[src/rtl/toffli_op_sequencer.sv]
// Logic ALU built around one external Toffoli gate array (R = C ^ (A & B)).
// The sequencer only steers constants, latched operands and captured temporaries
// onto the gate inputs; every bit of computation happens inside the gate.
module toffli_op_sequencer #(
   parameter int unsigned W       = 32,
   parameter int unsigned TOF_LAT = 1
) (
   input  logic         clk,
   input  logic         rst,
   input  logic         req_valid,
   output logic         req_ready,
   input  logic [2:0]   req_op,
   input  logic [W-1:0] req_a,
   input  logic [W-1:0] req_b,
   output logic         rsp_valid,
   input  logic         rsp_ready,
   output logic [W-1:0] rsp_data,
   output logic         rsp_err,
   output logic         busy,
   output logic [W-1:0] tof_a,
   output logic [W-1:0] tof_b,
   output logic [W-1:0] tof_c,
   input  logic [W-1:0] tof_r
);

   typedef enum logic [1:0] {StIdle, StLoad, StWait, StResp} state_e;

   localparam logic [2:0] OpAnd  = 3'd0;
   localparam logic [2:0] OpNand = 3'd1;
   localparam logic [2:0] OpXor  = 3'd2;
   localparam logic [2:0] OpXnor = 3'd3;
   localparam logic [2:0] OpNot  = 3'd4;
   localparam logic [2:0] OpOr   = 3'd5;
   localparam logic [2:0] OpNor  = 3'd6;
   localparam logic [2:0] OpRsvd = 3'd7;

   state_e       state;
   logic [2:0]   op_q;
   logic [W-1:0] a_q;
   logic [W-1:0] b_q;
   logic [W-1:0] t0;
   logic [W-1:0] t1;
   logic [1:0]   pass_q;   // zero-based pass index (k-1)
   logic [2:0]   cnt;

   logic [W-1:0] nxt_a;
   logic [W-1:0] nxt_b;
   logic [W-1:0] nxt_c;
   logic [1:0]   last_pass;

   assign req_ready = (state == StIdle);

   // Gate input triple for the current pass, and index of the final pass.
   always_comb begin
      nxt_a     = '1;
      nxt_b     = '1;
      nxt_c     = '1;
      last_pass = 2'd0;
      case (op_q)
         OpAnd: begin
            nxt_a = a_q;
            nxt_b = b_q;
            nxt_c = '0;
         end
         OpNand: begin
            nxt_a = a_q;
            nxt_b = b_q;
         end
         OpXor: begin
            nxt_b = a_q;
            nxt_c = b_q;
         end
         OpXnor: begin
            last_pass = 2'd1;
            if (pass_q == 2'd0) begin
               nxt_b = a_q;
               nxt_c = b_q;
            end else begin
               nxt_c = t0;
            end
         end
         OpNot: begin
            nxt_c = a_q;
         end
         OpOr, OpNor: begin
            // ~a -> t0, ~b -> t1, then t0 & t1 inverted gives a | b
            last_pass = (op_q == OpNor) ? 2'd3 : 2'd2;
            case (pass_q)
               2'd0: nxt_c = a_q;
               2'd1: nxt_c = b_q;
               2'd2: begin
                  nxt_a = t0;
                  nxt_b = t1;
               end
               default: nxt_c = t0;
            endcase
         end
         default: ;
      endcase
   end

   // Control FSM and all registered outputs.
   always_ff @(posedge clk) begin
      if (rst) begin
         state     <= StIdle;
         op_q      <= '0;
         a_q       <= '0;
         b_q       <= '0;
         t0        <= '0;
         t1        <= '0;
         pass_q    <= '0;
         cnt       <= '0;
         tof_a     <= '0;
         tof_b     <= '0;
         tof_c     <= '0;
         rsp_data  <= '0;
         rsp_valid <= 1'b0;
         rsp_err   <= 1'b0;
         busy      <= 1'b0;
      end else begin
         case (state)
            StIdle: begin
               if (req_valid) begin
                  op_q   <= req_op;
                  a_q    <= req_a;
                  b_q    <= req_b;
                  pass_q <= 2'd0;
                  busy   <= 1'b1;
                  state  <= StLoad;
               end
            end
            StLoad: begin
               if (op_q == OpRsvd) begin
                  // Reserved op never touches the gate.
                  rsp_data  <= '0;
                  rsp_err   <= 1'b1;
                  rsp_valid <= 1'b1;
                  state     <= StResp;
               end else begin
                  tof_a <= nxt_a;
                  tof_b <= nxt_b;
                  tof_c <= nxt_c;
                  cnt   <= 3'(TOF_LAT);
                  state <= StWait;
               end
            end
            StWait: begin
               if (cnt != 3'd0) begin
                  cnt <= cnt - 3'd1;
               end else if (pass_q == last_pass) begin
                  rsp_data  <= tof_r;
                  rsp_err   <= 1'b0;
                  rsp_valid <= 1'b1;
                  state     <= StResp;
               end else begin
                  if (pass_q == 2'd1) begin
                     t1 <= tof_r;
                  end else begin
                     t0 <= tof_r;
                  end
                  pass_q <= pass_q + 2'd1;
                  state  <= StLoad;
               end
            end
            StResp: begin
               if (rsp_ready) begin
                  rsp_valid <= 1'b0;
                  busy      <= 1'b0;
                  state     <= StIdle;
               end
            end
            default: state <= StIdle;
         endcase
      end
   end

endmodule

[config.mk]
export PLATFORM = sky130hd
export DESIGN_NAME = toffli_op_sequencer
export DESIGN_NICKNAME = d
export VERILOG_FILES = /design/src/rtl/toffli_op_sequencer.sv
export SDC_FILE = /design/constraint.sdc
export NUM_CORES = 1
export LEC_CHECK = 0
export CAP_MARGIN = 20
export CORE_MARGIN = 4
export CORE_UTILIZATION = 40
export DETAILED_ROUTE_END_ITERATION = 16
export GPL_TIMING_DRIVEN = 1
export PLACE_DENSITY_LB_ADDON = 0.12
export SLEW_MARGIN = 30
export SYNTH_ARGS = -nofsm -noshare
export SYNTH_HDL_FRONTEND = slang
export SYNTH_SLANG_ARGS = --single-unit
[constraint.sdc]
create_clock -name clk -period 5.9 [get_ports clk]
set_clock_uncertainty 0.2 [all_clocks]
set_input_delay 1.18 -clock clk [delete_from_list [all_inputs] [get_ports clk]]
set_output_delay 1.18 -clock clk [all_outputs]
set_load 0.03 [all_outputs]
---- Yosys cells after proc, flatten, opt, wreduce, memory -nomap -nowiden ----
Cells that the tools add are included.
storage, ports and cells
  logic and storage cells ................. 99
  register bits ........................... 269
  input port bits ......................... 103
  output and inout port bits .............. 132
cells by class
  bitwise logic cells ..................... 4
  equal/unequal tests ..................... 21
  muxes and demuxes ....................... 37
  reductions and logical operators ........ 20
  add/subtract/negate cells ............... 2
operators with widths
  cell                  number
  $mux W32              7
  $pmux W32 S5          1
  $pmux W32 S2          2
  $pmux W32 S4          1
  $pmux W32 S3          1
  $ne A2 B2 Y1 const B  8
  $reduce_and A4 Y1     4
  $mux W2               7
  $eq A3 B3 Y1 const B  4
  $mux W1               9
  $reduce_and A3 Y1     3
  $pmux W2 S2           2
  $pmux W2 S4           1
  $eq A2 B2 Y1 const B  3
  $eq A3 B2 Y1 const B  2
  $mux W3               2
  $pmux W3 S2           1
  $reduce_bool A2 Y1    3
  $reduce_bool A3 Y1    2
  $reduce_and A5 Y1     1
  $eq A2 B1 Y1 const B  2
  $logic_not A2 Y1      2
  $not A1 Y1            4
  $pmux W1 S2           2
  other kinds (8)       10

---- Depth between registers and ports, before layout ----
  word-level depth ........................ 7
  depth in mapped cells ................... 10
  mapped depth without buffers ............ 7

---- Worst setup path after synthesis ----
Ideal clock, no wire load.
  path kind ............................... input -> register
  from .................................... in req_valid
  to ...................................... reg a_q[27]
  path slack .............................. 3,448 ps
  path buffers ............................ 3
  stages .................................. 6
  library setup time ...................... 71 ps
  data required time ...................... 5,629 ps
  data arrival time ....................... 2,181 ps
  path through ............................ and2_1 -> clkbuf_1 -> clkbuf_1 -> clkbuf_1 -> nand2_1 -> a21oi_1
between the ends
  cells in the longest elaborated chain, start to end .. 1
RTL lines
  what                                RTL line  RTL
  start, declared                     10        input logic req_valid,
  $reduce_and A2 Y1 (no source line)  --
  end signal, assigned                125       a_q <= req_a;
  end, declared                       39        logic [W-1:0] a_q;
No other way between the ends.
A chain may end at the register's enable or synchronous reset.

---- Worst setup path in the final report ----
  from .................................... reg op_q[1]
  to ...................................... reg tof_c[19]
between the ends
  cells in the longest elaborated chain, start to end .. 3
  elaborated cells on any way between the ends .. 11
  those cells by class .................... eq/ne (6); mux (1); bitwise (1); reduce/logical (3)
RTL lines
  what                                               RTL line  RTL
  start, declared                                    38        logic [2:0] op_q;
  start signal, assigned                             124       op_q <= req_op;
  $eq A3 B3 Y1, on equally long branches             59, 133
  $reduce_or A2 Y1 or $not A1 Y1 (tied branches)     --
  $pmux W32 S5 or $reduce_and A2 Y1 (tied branches)  --
  end signal, assigned                               142       tof_c <= nxt_c;
  end, declared                                      22        output logic [W-1:0] tof_c,
Several ways; a longest one is shown, not always the timed one.

==> impl_metrics.tcl <==
set metrics [dict create \
    synthAdderAreaFrac 0.01046 \
    ys.flop_type "dfxtp_1" \
    drt-total-wl_um 40610 \
    cts-root-buf "clkbuf_16" \
    min_path_type "flip-flop to flip-flop" \
    synth_enable_flop_cells 0 \
    setup_viol 0 \
    cp-end-kind "flip-flop" \
    drive_above_1_share 0.08263 \
    tns_ns 0 \
    cts_hold_buf 0 \
    synth_top_area_frac 0.4504 \
    required_ns 6.14 \
    synth.cell_area_sq_um 11960 \
    synth-simple-area-share 0.1974 \
    avgSynthCellArea_sq_um 8.702 \
    grt_max_degree 146 \
    leakagePower_nw 5.817 \
    clock.fmax_mhz 282.1 \
    synth.mux.area_fraction 0.08372 \
    coreArea_sq_um 29560 \
    post_drt_wl_per_cell_um 20.94 \
    ys_warn_count 0 \
    path_cells "buf_4 -> nand2_1 -> nor3_2 -> buf_4 -> a222oi_1 -> a311oi_1" \
    nets 1641 \
    synth_nets 1487 \
    io_pins 235 \
    viasPerCell 5.796 \
    fin_util 0.5288 \
    cts_max_level 1 \
    rsz0062_at_grt "false" \
    cp_slowest_cell "dfxtp_2" \
    cts_buffer_depth 3 \
    ys_types 53 \
    cts_tree "done" \
    path_common_cell "buf_4" \
    cap_violations 0 \
    dp_worst_setup_slack_ns 2.392 \
    dieArea_sq_um 32720 \
    top_usage_layer "met2" \
    die_x_um 180.9 \
    async_reset_ff_frac 0 \
    ys_seq_area_frac 0.4504 \
    criticalPathCategory "flip-flop to flip-flop" \
    min_period_ns 3.545 \
    critPathLaunchType "flip-flop" \
    clk_latency_ns 0.55 \
    grt_pass1_vias 11030 \
    postCtsSetupBuffers 0 \
    first_pass_iters 9 \
    cts.sinks 269 \
    drc 0 \
    drtAntennaViolNets 0 \
    grt_use_met3 0.04610 \
    cp_data_arrival_time_ns 3.79 \
    die_h_um 180.9 \
    overflow 0 \
    synthXorXnorAreaFrac 0.001465 \
    track_usage 0.2370 \
    antenna_found_initial 0 \
    initial_core_util 0.4045 \
    placementRows 63 \
    slew_violations 0 \
    num_vias 11240 \
    p_per_area_nw_per_um2 483.1 \
    clk_pin_slew_ns 0.06 \
    worstMarginPinSlew_ns 1.047 \
    status "finished, final reports clean" \
    numCtsBuffers 31 \
    worstPathMaxFanout 26 \
    drt_iter0_drc 1056 \
    hold_viol 0 \
    worst_path_largest_cell_delay_ns 0.81 \
    synth_top_family_by_area "compound AO/OA/AOI/OAI gates" \
    ys_ff_latch 269 \
    cts-resized-gates 0 \
    syn2layout_area_growth_pct 30.73 \
    synth_compound_area_frac 0.2041 \
    yosys.area.top_type "dfxtp_1" \
    syn_inst 1374 \
    setup_slack_ns 2.355 \
    gp_congestion 0.7795 \
    post-dp-hpwl_um 25080 \
    timing.final.crit_share 0.6009 \
    io_buffers 234 \
    grtUsageMet2 0.3815 \
    use_met1 0.3238 \
    ir_drop_uv 243.9 \
    relSlewSlack 0.3023 \
    grt_pass1_wl_um 63460 \
    synth_area_leaders "dfxtp_1 45%, a221oi_1 7.0%, nand2_1 6.6%" \
    antennaDiodeCount 0 \
]
-- final cells by class --
type / instances / area, sq um
repair buffers: 255 / 2648
inverters: 11 / 41.29
flip-flops and latches: 269 / 5386
well taps: 390 / 488.0
clock inverters: 9 / 98.84
multi-input cells: 960 / 6071
clock buffers: 45 / 898.4
fillers: 2743 / 13930
-- critical path: cells and delay by family, from the launching register on --
family | cells | cell delay (ns)
and+or+nand+nor | 2 | 0.87
DFF | 1 | 0.81
buffers and inverters | 2 | 1.01
AOI/OAI and AO/OA | 2 | 0.53
-- power breakdown --
part / leakage, nW / internal [W] / total, W / switching [W]
clock: 0.496 / 0.00113 / 0.00188 / 0.000751
sequential: 2.20 / 0.00224 / 0.00257 / 0.000329
combinational: 3.12 / 0.00120 / 0.00310 / 0.00190
-- path summary, 6_finish.rpt --
check                    to  depth (start not counted)  startpoint  slack (ns)
setup reg to reg  tof_c[19]                          6     op_q[1]        2.35
setup / recovery  tof_c[19]                          6     op_q[1]        2.35
hold reg to reg      cnt[1]                          2      cnt[1]        0.26
hold / removal       cnt[1]                          2      cnt[1]        0.26
-- routing by layer --
layer | vias to the layer above | routed length (um)
li1 | 5281 | -
met1 | 5394 | 18140
met2 | 484 | 18340
met3 | 79 | 2993
met4 | 0 | 1139
met5 | - | 0
-- cells by family after synthesis --
| group | after synthesis |
|---|---|
| mux | 96 |
| fa+ha+maj | 10 |
| buf+inv | 145 |
| simple gates | 534 |
| xor+xnor | 2 |
| compound gates | 318 |
| flops | 269 |
-- registers in the layout (all words and copies together), names as in the netlist, 3 cells and up --
register  flops
a_q          32
b_q          32
rsp_data     32
t0           32
t1           32
tof_a        32
tof_b        32
tof_c        32
cnt           3
op_q          3
-- synth_stat cells (all sizes together), types with 5 or more instances --
cell,instances
a21oi,76
dfxtp,269
clkbuf,103
ha,10
a221oi,96
nand2,209
mux2,32
nand3,5
mux2i,64
a222oi,32
a311oi,34
nand2b,66
nor2,168
buf,31
nor3,68
inv,11
a22o,32
o21ai,35
-- cell usage in the layout (no fill, tap or decap), types with 32 or more instances in the layout --
cell	Yosys	routed
a221oi_1	96	96
a222oi_1	32	32
nand2_1	209	208
clkdlybuf4s50_1	0	233
nor2_1	168	167
mux2i_1	64	64
nor3_1	68	66
o21ai_0	34	34
mux2_2	32	32
a311oi_1	34	34
a22o_1	32	32
a21oi_1	75	74
dfxtp_1	269	268
nand2b_1	66	66
-- per-stage QoR --
stage	instance area (sq um)	hold WS (ns)	cells	total power [W]
3_3_place_gp	14400	0.2447	1876	0.005582
3_5_place_dp	14600	0.2629	1884	0.005702
6_report	15630	0.2637	1939	0.007551
4_1_cts	15590	0.2696	1938	0.007598
5_1_grt	15630	0.2955	1939	0.007941
2_1_floorplan	11960	0.2319	1374	0.004360
No activity file was read; power rests on OpenSTA's default activity.
